<file path="src/rtl/ir_cond_unit_pkg.sv">
// Shared definitions for the IR / NZCV condition unit:
// condition codes, decode-vector bit positions, NZCV bit positions.
package ir_cond_unit_pkg;

    typedef enum logic [3:0] {
        COND_EQ = 4'h0,
        COND_NE = 4'h1,
        COND_CS = 4'h2,
        COND_CC = 4'h3,
        COND_MI = 4'h4,
        COND_PL = 4'h5,
        COND_VS = 4'h6,
        COND_VC = 4'h7,
        COND_HI = 4'h8,
        COND_LS = 4'h9,
        COND_GE = 4'hA,
        COND_LT = 4'hB,
        COND_GT = 4'hC,
        COND_LE = 4'hD,
        COND_AL = 4'hE,
        COND_NV = 4'hF
    } cond_e;

    localparam int FLG_COND = 8;
    localparam int FLG_BR   = 7;
    localparam int FLG_MEM  = 6;
    localparam int FLG_I    = 5;
    localparam int FLG_OP   = 1;
    localparam int FLG_SL   = 0;

    localparam int NZCV_N = 3;
    localparam int NZCV_Z = 2;
    localparam int NZCV_C = 1;
    localparam int NZCV_V = 0;

    localparam logic [31:0] RESET_IR_DEF = 32'hE1A0_0000;

    function automatic logic is_undef(input logic [31:0] w);
        return w[27:26] == 2'b11;
    endfunction

endpackage

</file>
<file path="src/rtl/ir_cond_unit_if.sv">
// Bus between the multicycle signal unit (master) and the
// IR / NZCV condition unit (slave).
interface ir_cond_unit_if #(
    parameter int CNT_W = 16
);
    logic             IRwrite;
    logic [31:0]      mem_rdata;
    logic             NZCVwrite;
    logic [3:0]       alu_nzcv;
    logic [11:0]      flags;
    logic             zero;
    logic [31:0]      ir;
    logic [3:0]       nzcv;
    logic [CNT_W-1:0] retired;
    logic             undef;

    modport master (
        output IRwrite, mem_rdata, NZCVwrite, alu_nzcv,
        input  flags, zero, ir, nzcv, retired, undef
    );

    modport slave (
        input  IRwrite, mem_rdata, NZCVwrite, alu_nzcv,
        output flags, zero, ir, nzcv, retired, undef
    );
endinterface

</file>
<file path="src/rtl/ir_cond_unit_cond_eval.sv">
// Condition base evaluator: cond[3:1] and NZCV to the un-inverted
// pass bit; the consumer applies cond[0].
module ir_cond_unit_cond_eval
    import ir_cond_unit_pkg::*;
(
    input  logic [2:0] cond_hi_i,
    input  logic [3:0] nzcv_i,
    output logic       zero_o
);
    logic n, z, c, v;

    assign n = nzcv_i[NZCV_N];
    assign z = nzcv_i[NZCV_Z];
    assign c = nzcv_i[NZCV_C];
    assign v = nzcv_i[NZCV_V];

    always_comb begin
        zero_o = 1'b1;
        unique case (cond_hi_i)
            3'b000: zero_o = z;
            3'b001: zero_o = c;
            3'b010: zero_o = n;
            3'b011: zero_o = v;
            3'b100: zero_o = c & ~z;
            3'b101: zero_o = (n == v);
            3'b110: zero_o = ~z & (n == v);
            3'b111: zero_o = 1'b1;
        endcase
    end
endmodule

</file>
<file path="src/rtl/ir_cond_unit.sv">
// Instruction register, NZCV register, retired counter and sticky
// undefined flag, plus the decode vector fed to the signal unit.
module ir_cond_unit
    import ir_cond_unit_pkg::*;
#(
    parameter logic [31:0] RESET_IR = RESET_IR_DEF,
    parameter int          CNT_W    = 16
) (
    input  logic              clk,
    input  logic              reset,
    ir_cond_unit_if.slave     bus
);
    logic [31:0]      ir_q, ir_d;
    logic [3:0]       nzcv_q, nzcv_d;
    logic [CNT_W-1:0] ret_q, ret_d;
    logic             undef_q, undef_d;
    logic [11:0]      flags_w;

    always_comb begin
        ir_d    = ir_q;
        nzcv_d  = nzcv_q;
        ret_d   = ret_q;
        undef_d = undef_q;
        if (bus.IRwrite) begin
            ir_d    = bus.mem_rdata;
            ret_d   = ret_q + CNT_W'(1);
            undef_d = undef_q | is_undef(bus.mem_rdata);
        end
        if (bus.NZCVwrite) begin
            nzcv_d = bus.alu_nzcv;
        end
    end

    always_ff @(posedge clk or negedge reset) begin
        if (!reset) begin
            ir_q    <= RESET_IR;
            nzcv_q  <= 4'b0000;
            ret_q   <= '0;
            undef_q <= 1'b0;
        end else begin
            ir_q    <= ir_d;
            nzcv_q  <= nzcv_d;
            ret_q   <= ret_d;
            undef_q <= undef_d;
        end
    end

    // Decode fields come only from the registered IR.
    assign flags_w[FLG_COND+:4] = ir_q[31:28];
    assign flags_w[FLG_BR]      = (ir_q[27:25] == 3'b101);
    assign flags_w[FLG_MEM]     = (ir_q[27:26] == 2'b01);
    assign flags_w[FLG_I]       = ir_q[25];
    assign flags_w[FLG_OP+:4]   = ir_q[24:21];
    assign flags_w[FLG_SL]      = ir_q[20];

    ir_cond_unit_cond_eval u_cond (
        .cond_hi_i (ir_q[31:29]),
        .nzcv_i    (nzcv_q),
        .zero_o    (bus.zero)
    );

    assign bus.flags   = flags_w;
    assign bus.ir      = ir_q;
    assign bus.nzcv    = nzcv_q;
    assign bus.retired = ret_q;
    assign bus.undef   = undef_q;
endmodule

</file>
<file path="src/flat_wrapper.sv">
// flat-port wrapper written by rule: the top's interface ports become plain ports
module ir_cond_unit_flat import ir_cond_unit_pkg::*;
#(
    parameter logic [31:0] RESET_IR = RESET_IR_DEF,
    parameter int          CNT_W    = 16
)
  (clk, reset, bus_IRwrite, bus_mem_rdata, bus_NZCVwrite, bus_alu_nzcv, bus_flags, bus_zero, bus_ir, bus_nzcv, bus_retired, bus_undef);
  ir_cond_unit_if #(.CNT_W(CNT_W)) bus_i ();
  input  logic clk;
  input  logic reset;
  input wire logic [$bits(bus_i.IRwrite)-1:0] bus_IRwrite;
  input wire logic [$bits(bus_i.mem_rdata)-1:0] bus_mem_rdata;
  input wire logic [$bits(bus_i.NZCVwrite)-1:0] bus_NZCVwrite;
  input wire logic [$bits(bus_i.alu_nzcv)-1:0] bus_alu_nzcv;
  output wire logic [$bits(bus_i.flags)-1:0] bus_flags;
  output wire logic [$bits(bus_i.zero)-1:0] bus_zero;
  output wire logic [$bits(bus_i.ir)-1:0] bus_ir;
  output wire logic [$bits(bus_i.nzcv)-1:0] bus_nzcv;
  output wire logic [$bits(bus_i.retired)-1:0] bus_retired;
  output wire logic [$bits(bus_i.undef)-1:0] bus_undef;
  assign bus_i.IRwrite = bus_IRwrite;
  assign bus_i.mem_rdata = bus_mem_rdata;
  assign bus_i.NZCVwrite = bus_NZCVwrite;
  assign bus_i.alu_nzcv = bus_alu_nzcv;
  assign bus_flags = bus_i.flags;
  assign bus_zero = bus_i.zero;
  assign bus_ir = bus_i.ir;
  assign bus_nzcv = bus_i.nzcv;
  assign bus_retired = bus_i.retired;
  assign bus_undef = bus_i.undef;
  ir_cond_unit #(.RESET_IR(RESET_IR), .CNT_W(CNT_W)) u_core (.clk(clk), .reset(reset), .bus(bus_i));
endmodule
</file>
<file path="config.mk">
export PLATFORM = sky130hd
export DESIGN_NAME = ir_cond_unit_flat
export DESIGN_NICKNAME = d
export VERILOG_FILES = /design/src/rtl/ir_cond_unit_pkg.sv /design/src/rtl/ir_cond_unit_if.sv /design/src/rtl/ir_cond_unit_cond_eval.sv /design/src/rtl/ir_cond_unit.sv /design/src/flat_wrapper.sv
export SDC_FILE = /design/constraint.sdc
export NUM_CORES = 1
export LEC_CHECK = 0
export CORE_UTILIZATION = 38
export CTS_BUF_LIST = sky130_fd_sc_hd__clkbuf_8
export DETAILED_ROUTE_END_ITERATION = 12
export GPL_TIMING_DRIVEN = 0
export PLACE_DENSITY = 0.88
export SETUP_SLACK_MARGIN = 0.5
export SLEW_MARGIN = 20
export SYNTH_ARGS = -nofsm -noshare
export SYNTH_HDL_FRONTEND = slang
export SYNTH_SLANG_ARGS = --single-unit
</file>
<file path="constraint.sdc">
create_clock -name clk -period 1.4 [get_ports clk]
set_clock_uncertainty 0.1 [all_clocks]
set_input_delay 0.42 -clock clk [delete_from_list [all_inputs] [get_ports clk]]
set_output_delay 0.42 -clock clk [all_outputs]
set_load 0.01 [all_outputs]
</file>
Word-level counts from Yosys, hierarchy flattened
Cells that the tools add are included.
W data, S select, Z words.
{"block": "totals", "latchBits": 0, "mem_bits_rw": 0, "out_inout_bits": 66, "rom_bits": 0, "n_memories": 0, "ff_bits": 53}
{"block": "op_classes", "n_shift": 0, "reduce_logical": 1, "n_eq_ne": 11, "n_div": 0, "bitwise_logic": 4, "n_addsub": 1, "muxes": 1, "n_lt_le_gt_ge": 0, "multipliers": 0}
{"op": "$add A16 B1 Y16 const B", "count": 1}
{"op": "$eq A3 B3 Y1 const B", "count": 5}
{"op": "$pmux W1 S8", "count": 1}
{"op": "$eq A3 B2 Y1 const B", "count": 2}
{"op": "$eq A3 B1 Y1 const B", "count": 1}
{"op": "$logic_not A3 Y1", "count": 1}
{"op": "$and A1 B1 Y1", "count": 2}
{"op": "$eq A2 B1 Y1 const B", "count": 1}
{"op": "$eq A2 B2 Y1 const B", "count": 1}
{"op": "$eq A1 B1 Y1", "count": 1}
{"op": "$not A1 Y1", "count": 1}
{"op": "$or A1 B1 Y1", "count": 1}

Longest topological paths before layout
{"block": "depth", "depth_word": 3, "ltp_mapped": 5, "depth_no_buf": 5}

Cells and area by module
From an unflattened synthesis, not the netlist that was laid out.
{"block": "unflattened", "cells_unflattened": 159, "hier_area_um2": 2245.9}
{"mod": "ir_cond_unit", "instances": 1, "seq_area_each_um2": 1333.8, "cells_each": 146, "area_per_inst_um2": 2157.1}
{"mod": "ir_cond_unit_cond_eval", "instances": 1, "seq_area_each_um2": 0.0, "cells_each": 13, "area_per_inst_um2": 88.8}

Worst setup path after synthesis
Ideal clock, no wire load.
{"block": "synth_path", "path_kind": "flip-flop to output port", "start": "register u_core.ir_q[30] (netlist: u_core.bus.ir[30])", "end": "output bus_zero", "path_stages_with_launch": 5, "n_path_buf": 0, "arrival_ns": 1.082, "path_slack_ns": -0.202, "path_cell_list": "dfstp_2 -> nand3_1 -> o31ai_1 -> a21oi_1 -> o21ai_0"}
{"block": "synth_between", "elab_chain_cells": 2, "elab_cells_between_ends": 9, "cone_classes": "eq/ne (7); mux (1); reduce/logical (1)"}
{"item": "start: declaration", "line_no": "ir_cond_unit.sv:13", "rtl": "logic [31:0] ir_q, ir_d;"}
{"item": "start signal: assignment", "line_no": "ir_cond_unit.sv:41", "rtl": "ir_q <= ir_d;"}
{"item": "$eq A3 B3 Y1 (tied with other cells)", "line_no": "ir_cond_unit_cond_eval.sv:19", "rtl": "unique case (cond_hi_i)"}
{"item": "$pmux W1 S8 (*)", "line_no": "ir_cond_unit_cond_eval.sv:19"}
{"item": "end: declaration", "line_no": "flat_wrapper.sv:16", "rtl": "output wire logic [$bits(bus_i.zero)-1:0] bus_zero;"}
Every way passes the cells marked *; elsewhere a longest branch is shown, timed or not.

Worst setup path after layout
{"block": "layout_path", "start": "register u_core.ir_q[29] (netlist: u_core.bus.ir[29])", "end": "output bus_zero"}
Same word-level chain as after synthesis.

==> results.py <==
metrics = {
    "run_status": {
        "status": "complete, but fails checks",
        "failed_checks": "negative setup slack",
    },
    "setup_path": {
        "crit_fanout": 6,
        "startpoint_type": "flop",
        "critPathKind": "flop to output port",
        "endpoint_kind": "output port",
        "required_ns": 0.88,
        "cp.arrival_ns": 1.47,
    },
    "clocking": {
        "cts_max_path_buffers": 2,
        "worstSkewPairLatency_ns": 0.30,
        "cts_made_buffers": 5,
        "cts.clk_slew.worst_paths_ns": 0.09,
        "htree_levels": 2,
        "cts_root_buf": "clkbuf_8",
        "cts_sinks": 53,
        "cts_tree": "done",
    },
    "pwr": {
        "p_switching_uw": 1420,
        "ir_worst_vdd_mv": 0.805,
        "p_int_uw": 3540,
        "switching_share": 0.286,
        "pwr-share-clk": 0.166,
        "p_seq_frac": 0.387,
        "pwr-share-comb": 0.447,
        "totalPowerFinal_uw": 4960,
        "p_per_area_nw_per_um2": 1050,
        "p_leak_uw": 0.00240,
    },
    "drt": {
        "wire_per_inst_um": 16.2,
        "wl_um": 7260,
        "vias_per_cell": 4.61,
        "drt_drc_violations_left": 0,
        "vias": 2062,
        "first_pass_iters": 3,
        "drtIter0Drc": 55,
        "antenna_left": 0,
    },
    "global_route": {
        "antenna_found_initial": 0,
        "grt_pass1_vias": 2126,
        "grt_max_degree": 54,
        "grt_pass1_wl_um": 10300,
        "gr-usage-all-layers": 0.219,
        "overflow": 0,
    },
    "timing": {
        "finalMaxSlewViolations": 0,
        "fin_crit_sh": 1.42,
        "layout_setup_ws_ns": -0.588,
        "worstMarginPinSlew_ns": 0.660,
        "fmax_mhz": 503,
        "hold_viol": 0,
        "setup_viol": 41,
        "fin_crit_ns": 1.99,
        "rsz0062_at_grt": "yes",
        "relSlewSlack": 0.560,
    },
    "final_layout": {
        "fillers": 291,
        "antenna_cells": 0,
        "areaGrowthSynthToFinish_pct": 114,
        "drive_above_1_share": 0.691,
        "final_cell_mix": "103 x buf_6, 42 x dfrtp_1, 35 x mux2_4",
        "layout_commonest_cell": "buf_6",
        "final_cells": 447,
        "nets": 415,
    },
    "worst_hold_path": {
        "hp-class": "input pin to async pin",
    },
    "placement": {
        "hpwl_um": 3590,
        "place_inst": 339,
        "place_congestion": 0.730,
        "port_buffers": 105,
    },
    "logic_synthesis": {
        "syn_inst": 162,
        "synth_warnings": 0,
        "ys_seq_elements": 53,
        "syn-num-nets": 203,
        "syn_avg_cell_area_sq_um": 13.7,
        "netlist_area_sq_um": 2220,
        "synth.distinct_cells": 25,
        "seq_area_frac_synth": 0.602,
    },
    "floorplanning": {
        "io_pins": 106,
        "num_rows": 27,
        "die_w_um": 78.4,
        "fp.dieH_um": 78.4,
        "dieArea_sq_um": 6140,
        "core-area_sq_um": 5570,
        "initial_core_util": 0.398,
    },
    "job": {
        "drv_cap": 0,
    },
}
## cell type report
class	instances	area (sq um)	area share
tap	72	90.1	0.0190
buffer	15	196	0.0414
sequential	53	1340	0.283
inverter	3	11.3	0.00238
multi-input combinational	91	1050	0.222
timing repair buffer	205	1970	0.415
clock inverter	3	13.8	0.00290
clock buffer	5	68.8	0.0145
## synthesized netlist by cell type (all sizes together)
| master | number | area [sq um] |
|---|---|---|
| xnor2 | 7 | 61.3 |
| nand2 | 6 | 22.5 |
| dfrtp | 47 | 1180 |
| buf | 15 | 100 |
| and3 | 4 | 25.0 |
| nand4 | 3 | 18.8 |
| nor2b | 2 | 12.5 |
| xor2 | 9 | 78.8 |
| dfstp | 6 | 158 |
| o31ai | 1 | 7.51 |
| a21oi | 2 | 10.0 |
| nor3 | 1 | 10.0 |
| o21ai | 3 | 15.0 |
| inv | 3 | 11.3 |
| mux2 | 35 | 394 |
| o211ai | 2 | 15.0 |
| and4 | 2 | 17.5 |
| nor2 | 5 | 18.8 |
| a31o | 1 | 8.76 |
| nand3 | 5 | 30.0 |
| nor4 | 1 | 6.26 |
| nand2b | 1 | 6.26 |
| ha | 1 | 12.5 |
## power by group through the flow
stage / Clock, uW / Combinational [uW] / Sequential [uW]
final: 823 / 2220 / 1920
after global routing: 913 / 2360 / 1940
after CTS: 840 / 1800 / 1900
after detailed placement: 0 / 1260 / 2000
after global placement: 0 / 1230 / 1990
after floorplan: 0 / 483 / 2060
## worst paths after layout
path                                                   start                                  to  slack, ns  cells after the start
min in group clk                            bus_mem_rdata[2]        u_core.bus.ir[2]$_DFFE_PN0P_       0.37                      2
hold reg to reg                u_core.bus.ir[12]$_DFFE_PN0P_       u_core.bus.ir[12]$_DFFE_PN0P_       0.41                      1
setup reg to reg           u_core.bus.retired[1]$_DFFE_PN0P_  u_core.bus.retired[14]$_DFFE_PN0P_      -0.12                      6
hold / removal                                         reset        u_core.bus.ir[3]$_DFFE_PN0P_       0.05                      1
setup / recovery               u_core.bus.ir[29]$_DFFE_PN1P_                            bus_zero      -0.59                      5
max in group asynchronous                              reset   u_core.bus.retired[0]$_DFFE_PN0P_       0.68                      1
## per-layer routing
| layer | up-vias | GRT usage | share of wire |
|---|---|---|---|
| met5 | - | 0 | 0 |
| met4 | 0 | 0.0500 | 0.0094 |
| met3 | 8 | 0.0523 | 0.049 |
| met2 | 70 | 0.400 | 0.55 |
| met1 | 1019 | 0.259 | 0.40 |
| li1 | 965 | - | - |
## timing repair
item	4_1_cts	5_1_grt
gates cloned	2	0
resized for setup	352	51
setup buffers	68	30
pin swaps	16	13
endpoints found under the setup margin	119	119
hold buffers	0	0
## per-stage QoR
stage | area, sq um | hold slack (ns) | util | setup WS [ns] | setup TNS, ns
finish | 4740 | 0.0526 | 0.851 | -0.588 | -6.97
global route | 4740 | 0.0951 | 0.851 | -0.691 | -8.76
CTS | 4290 | 0.0611 | 0.770 | -0.569 | -5.91
detailed placement | 3650 | 0.374 | 0.655 | -0.770 | -29.96
global placement | 3650 | 0.353 | 0.655 | -1.87 | -115.91
floorplan | 2510 | 0.0244 | - | -0.127 | -0.128
## critical path: stages (launching register included)
cell and delay (ns):
dfstp_2 0.61, inv_2 0.05, o211ai_1 0.18, o211ai_1 0.11, o21ai_1 0.08, buf_2 0.14
## cells by family (layout without fill, tap and decap cells)
logic type,after synthesis,after routing,synth area share
xor gates and xnor gates,16,16,0.0632
AOI/OAI and AO/OA,9,9,0.0254
buffers and inverters,18,231,0.0503
and+or+nand+nor,30,30,0.0757
adders and majority gates,1,1,0.00565
DFF,53,53,0.602
muxes,35,35,0.178
## state kept, by name, summed over array words and instances (netlist names)
signal and count:
u_core.bus.nzcv 4, u_core.bus.retired 16, u_core.bus.ir 32, u_core.bus.undef 1
(Power assumes the default switching activity.)
==> variant (config.mk and constraints unchanged) <==
`CNT_W` is set to 16 in 3 places; all go to 20.
--- a/src/rtl/ir_cond_unit_if.sv
+++ b/src/rtl/ir_cond_unit_if.sv
@@ -3,3 +3,3 @@
 interface ir_cond_unit_if #(
-    parameter int CNT_W = 16
+    parameter int CNT_W = 20
 );
--- a/src/rtl/ir_cond_unit.sv
+++ b/src/rtl/ir_cond_unit.sv
@@ -6,3 +6,3 @@
     parameter logic [31:0] RESET_IR = RESET_IR_DEF,
-    parameter int          CNT_W    = 16
+    parameter int          CNT_W    = 20
 ) (
--- a/src/flat_wrapper.sv
+++ b/src/flat_wrapper.sv
@@ -4,3 +4,3 @@
     parameter logic [31:0] RESET_IR = RESET_IR_DEF,
-    parameter int          CNT_W    = 16
+    parameter int          CNT_W    = 20
 )
Interface: changed (resized bus_retired); port bits go from 106 to 110. No check against the original RTL was run, so the function may have changed too.
==> variant against the original RTL <==
  * The run ends with hold timing, setup timing left
  * Combinational power up 12%
  * Fmax down 7.8%
  * Sequential share of layout area down 0.78 points
  * Sequential cell count up 4
  * Worst setup slack worse by 170 ps
  * Routed wire length up 20%
  * Cell area up 11%
  * First-iteration DRC count up 78%
  * Synthesized area up 8.5%
  * Total power up 26%
  * Largest cell class unchanged
  * Highest routed layer unchanged
==> variant: results (changes against the original RTL) <==
Outcome
  • Status: complete, but fails checks (unchanged)
  • Failing checks: hold timing, setup timing (was setup timing)

Critical path
  • Crit path launch: u_core.bus.nzcv[3] (was u_core.bus.ir[29])
  • Critical path's slowest cell: dfrtp_2 (was dfstp_2)
  • R2r endpoint: u_core.bus.retired[11] (was u_core.bus.retired[14])
  • R2R Setup Slk: -280 ps (was -120 ps)
  • R2r worst-path depth: 5 (was 6)
  • Critical path fanouts, max: 3 (was 6)
  • Worst r2r src: u_core.bus.retired[1] (unchanged)
  • Crit path DAT: 1640 ps (was 1470 ps)
  • CP peak stage delay: 440 ps (was 610 ps)
  • Top delay family on crit path: compound AO/OA/AOI/OAI gates (was flip-flops)

Placed design
  • Number of buffers added on ports: 109 (was 105)
  • HPWL Detailed: 3.92 mm (was 3.59 mm)
  • Placed cell area: 0.00387 mm^2 (was 0.00365 mm^2)
  • GPL Wtd Cong: 0.733 (was 0.730)

Detailed routing
  • Post-detailed-routing wire length: 8.68 mm (was 7.26 mm)
  • Via density: 4.78 (was 4.61)
  • TritonRoute pass-1 iters: 4 (was 3)
  • DRT iter0 DRCs: 98 (was 55)

Timing
  • Final WS setup: -755 ps (was -588 ps)
  • Max-Slew Margin vs Limit: 64.8% (was 56.0%)
  • Final hold vios: 51 (was 0)
  • Setup violators final: 54 (was 41)
  • Minimum hold slack: -63.7 ps (was 52.6 ps)

Synth
  • Syn_nets: 216 (was 203)
  • Synth area leaders: dfrtp_1 (53%), mux2_2 (17%), dfstp_2 (6.6%) (was dfrtp_1 (53%), mux2_2 (18%), dfstp_2 (7.1%))
  • Commonest cells post-synth: dfrtp_1 (51), mux2_2 (37), xnor2_1 (13) (was dfrtp_1 (47), mux2_2 (35), buf_4 (10))
  • Post-synth cell types: 30 (was 25)
  • Post-synthesis sequential area ratio: 59.6% (was 60.2%)

Power
  • Leakage power: 2.64 nW (was 2.40 nW)
  • Worst vdd ir: 0.000737 V (was 0.000805 V)

Global route
  • Total GRT Usage: 22.5% (was 21.9%)
  • Vias in the first global route: 2,272 (was 2,126)
  • Largest net degree at the start of global routing: 58 (was 54)
  • First-pass GRT wire length: 11.0 mm (was 10.3 mm)

Finish
  • Layout cells sized above 1: 71.0% (was 69.1%)
  • Total inserted antenna cells: 0 (unchanged)
  • Nets: 443 (was 415)

CTS
  • Htree depth: 3 (was 2)
  • Cts bufs inserted: 9 (was 5)
  • Clk slew on worst S/H paths: 70 ps (was 90 ps)
variant: cell types whose count changed in the layout (fill, tap and decap cells not counted), sizes merged, moves of 3 or more:
cell and change:
and3 -3, buf +9, clkbuf +10, dfrtp +4, nand4 +3, nor2 +3
xnor2 +6
variant: area by class of cell:
type / count / area, um^2
tap: 75 / 93.8
sequential: 57 / 1450
fill: 277 / 764
buffer: 14 / 204
multi-input combinational: 102 / 1210
clock buffer: 12 / 165
timing repair buffer: 216 / 2090
clock inverter: 4 / 42.5
inverter: 2 / 7.51
variant: report_power, final:
part	leakage, nW	switching, mW	internal, mW
Clock	0.115	0.681	0.953
Sequential	0.667	0.238	1.88
Combinational	1.86	0.884	1.60
Total	2.64	1.80	4.43
variant: how the worst min path moves through the flow:
| stage | from | endpoint | slack [ps] | depth (start not counted) |
|---|---|---|---|---|
| after floorplan | reset | u_core.bus.ir[0] | 20 | 0 |
| after global routing | reset | u_core.bus.ir[9] | -30 | 1 |
| after CTS | reset | u_core.bus.ir[9] | 70 | 1 |
| after detailed placement | u_core.bus.retired[19] | u_core.bus.retired[19] | 360 | 1 |
| after global placement | u_core.bus.retired[19] | u_core.bus.retired[19] | 360 | 1 |
| final | reset | u_core.bus.ir[3] | -60 | 1 |
variant: stage by stage:
step	hold slack, ps	setup slack [ps]	instances	setup TNS [ps]	util [%]
floorplan	24.4	-174	175	-1070	-
global placement	358	-2150	359	-145450	64.3
detailed placement	361	-986	359	-38940	64.3
CTS	73.6	-670	455	-7700	79.5
global route	-33.5	-849	482	-13790	87.3
finish	-63.7	-755	482	-10360	87.3
variant: cell families after synthesis:
logic type	share of synthesized area [%]
DFF	59.6
xor gates and xnor gates	7.28
AOI/OAI and AO/OA	2.08
buffers and inverters	4.11
and+or+nand+nor	8.64
muxes	17.7
adders and majority gates	0.520
variant: what timing repair did:
action                                  in CTS  in global routing
endpoints found under the hold margin        0                 39
gates cloned                                 1                  1
endpoints found under the setup margin     127                124
buffers inserted                            79                 26
pin swaps                                   25                 20
gates resized for setup                    389                 59
variant: metal layers:
layer | track usage [%] | vias up | routed length (um)
met5 | 0 | - | 0
met4 | 10.9 | 0 | 153
met3 | 5.89 | 16 | 480
met2 | 37.4 | 86 | 4720
met1 | 27.0 | 1145 | 3330
li1 | - | 1057 | -
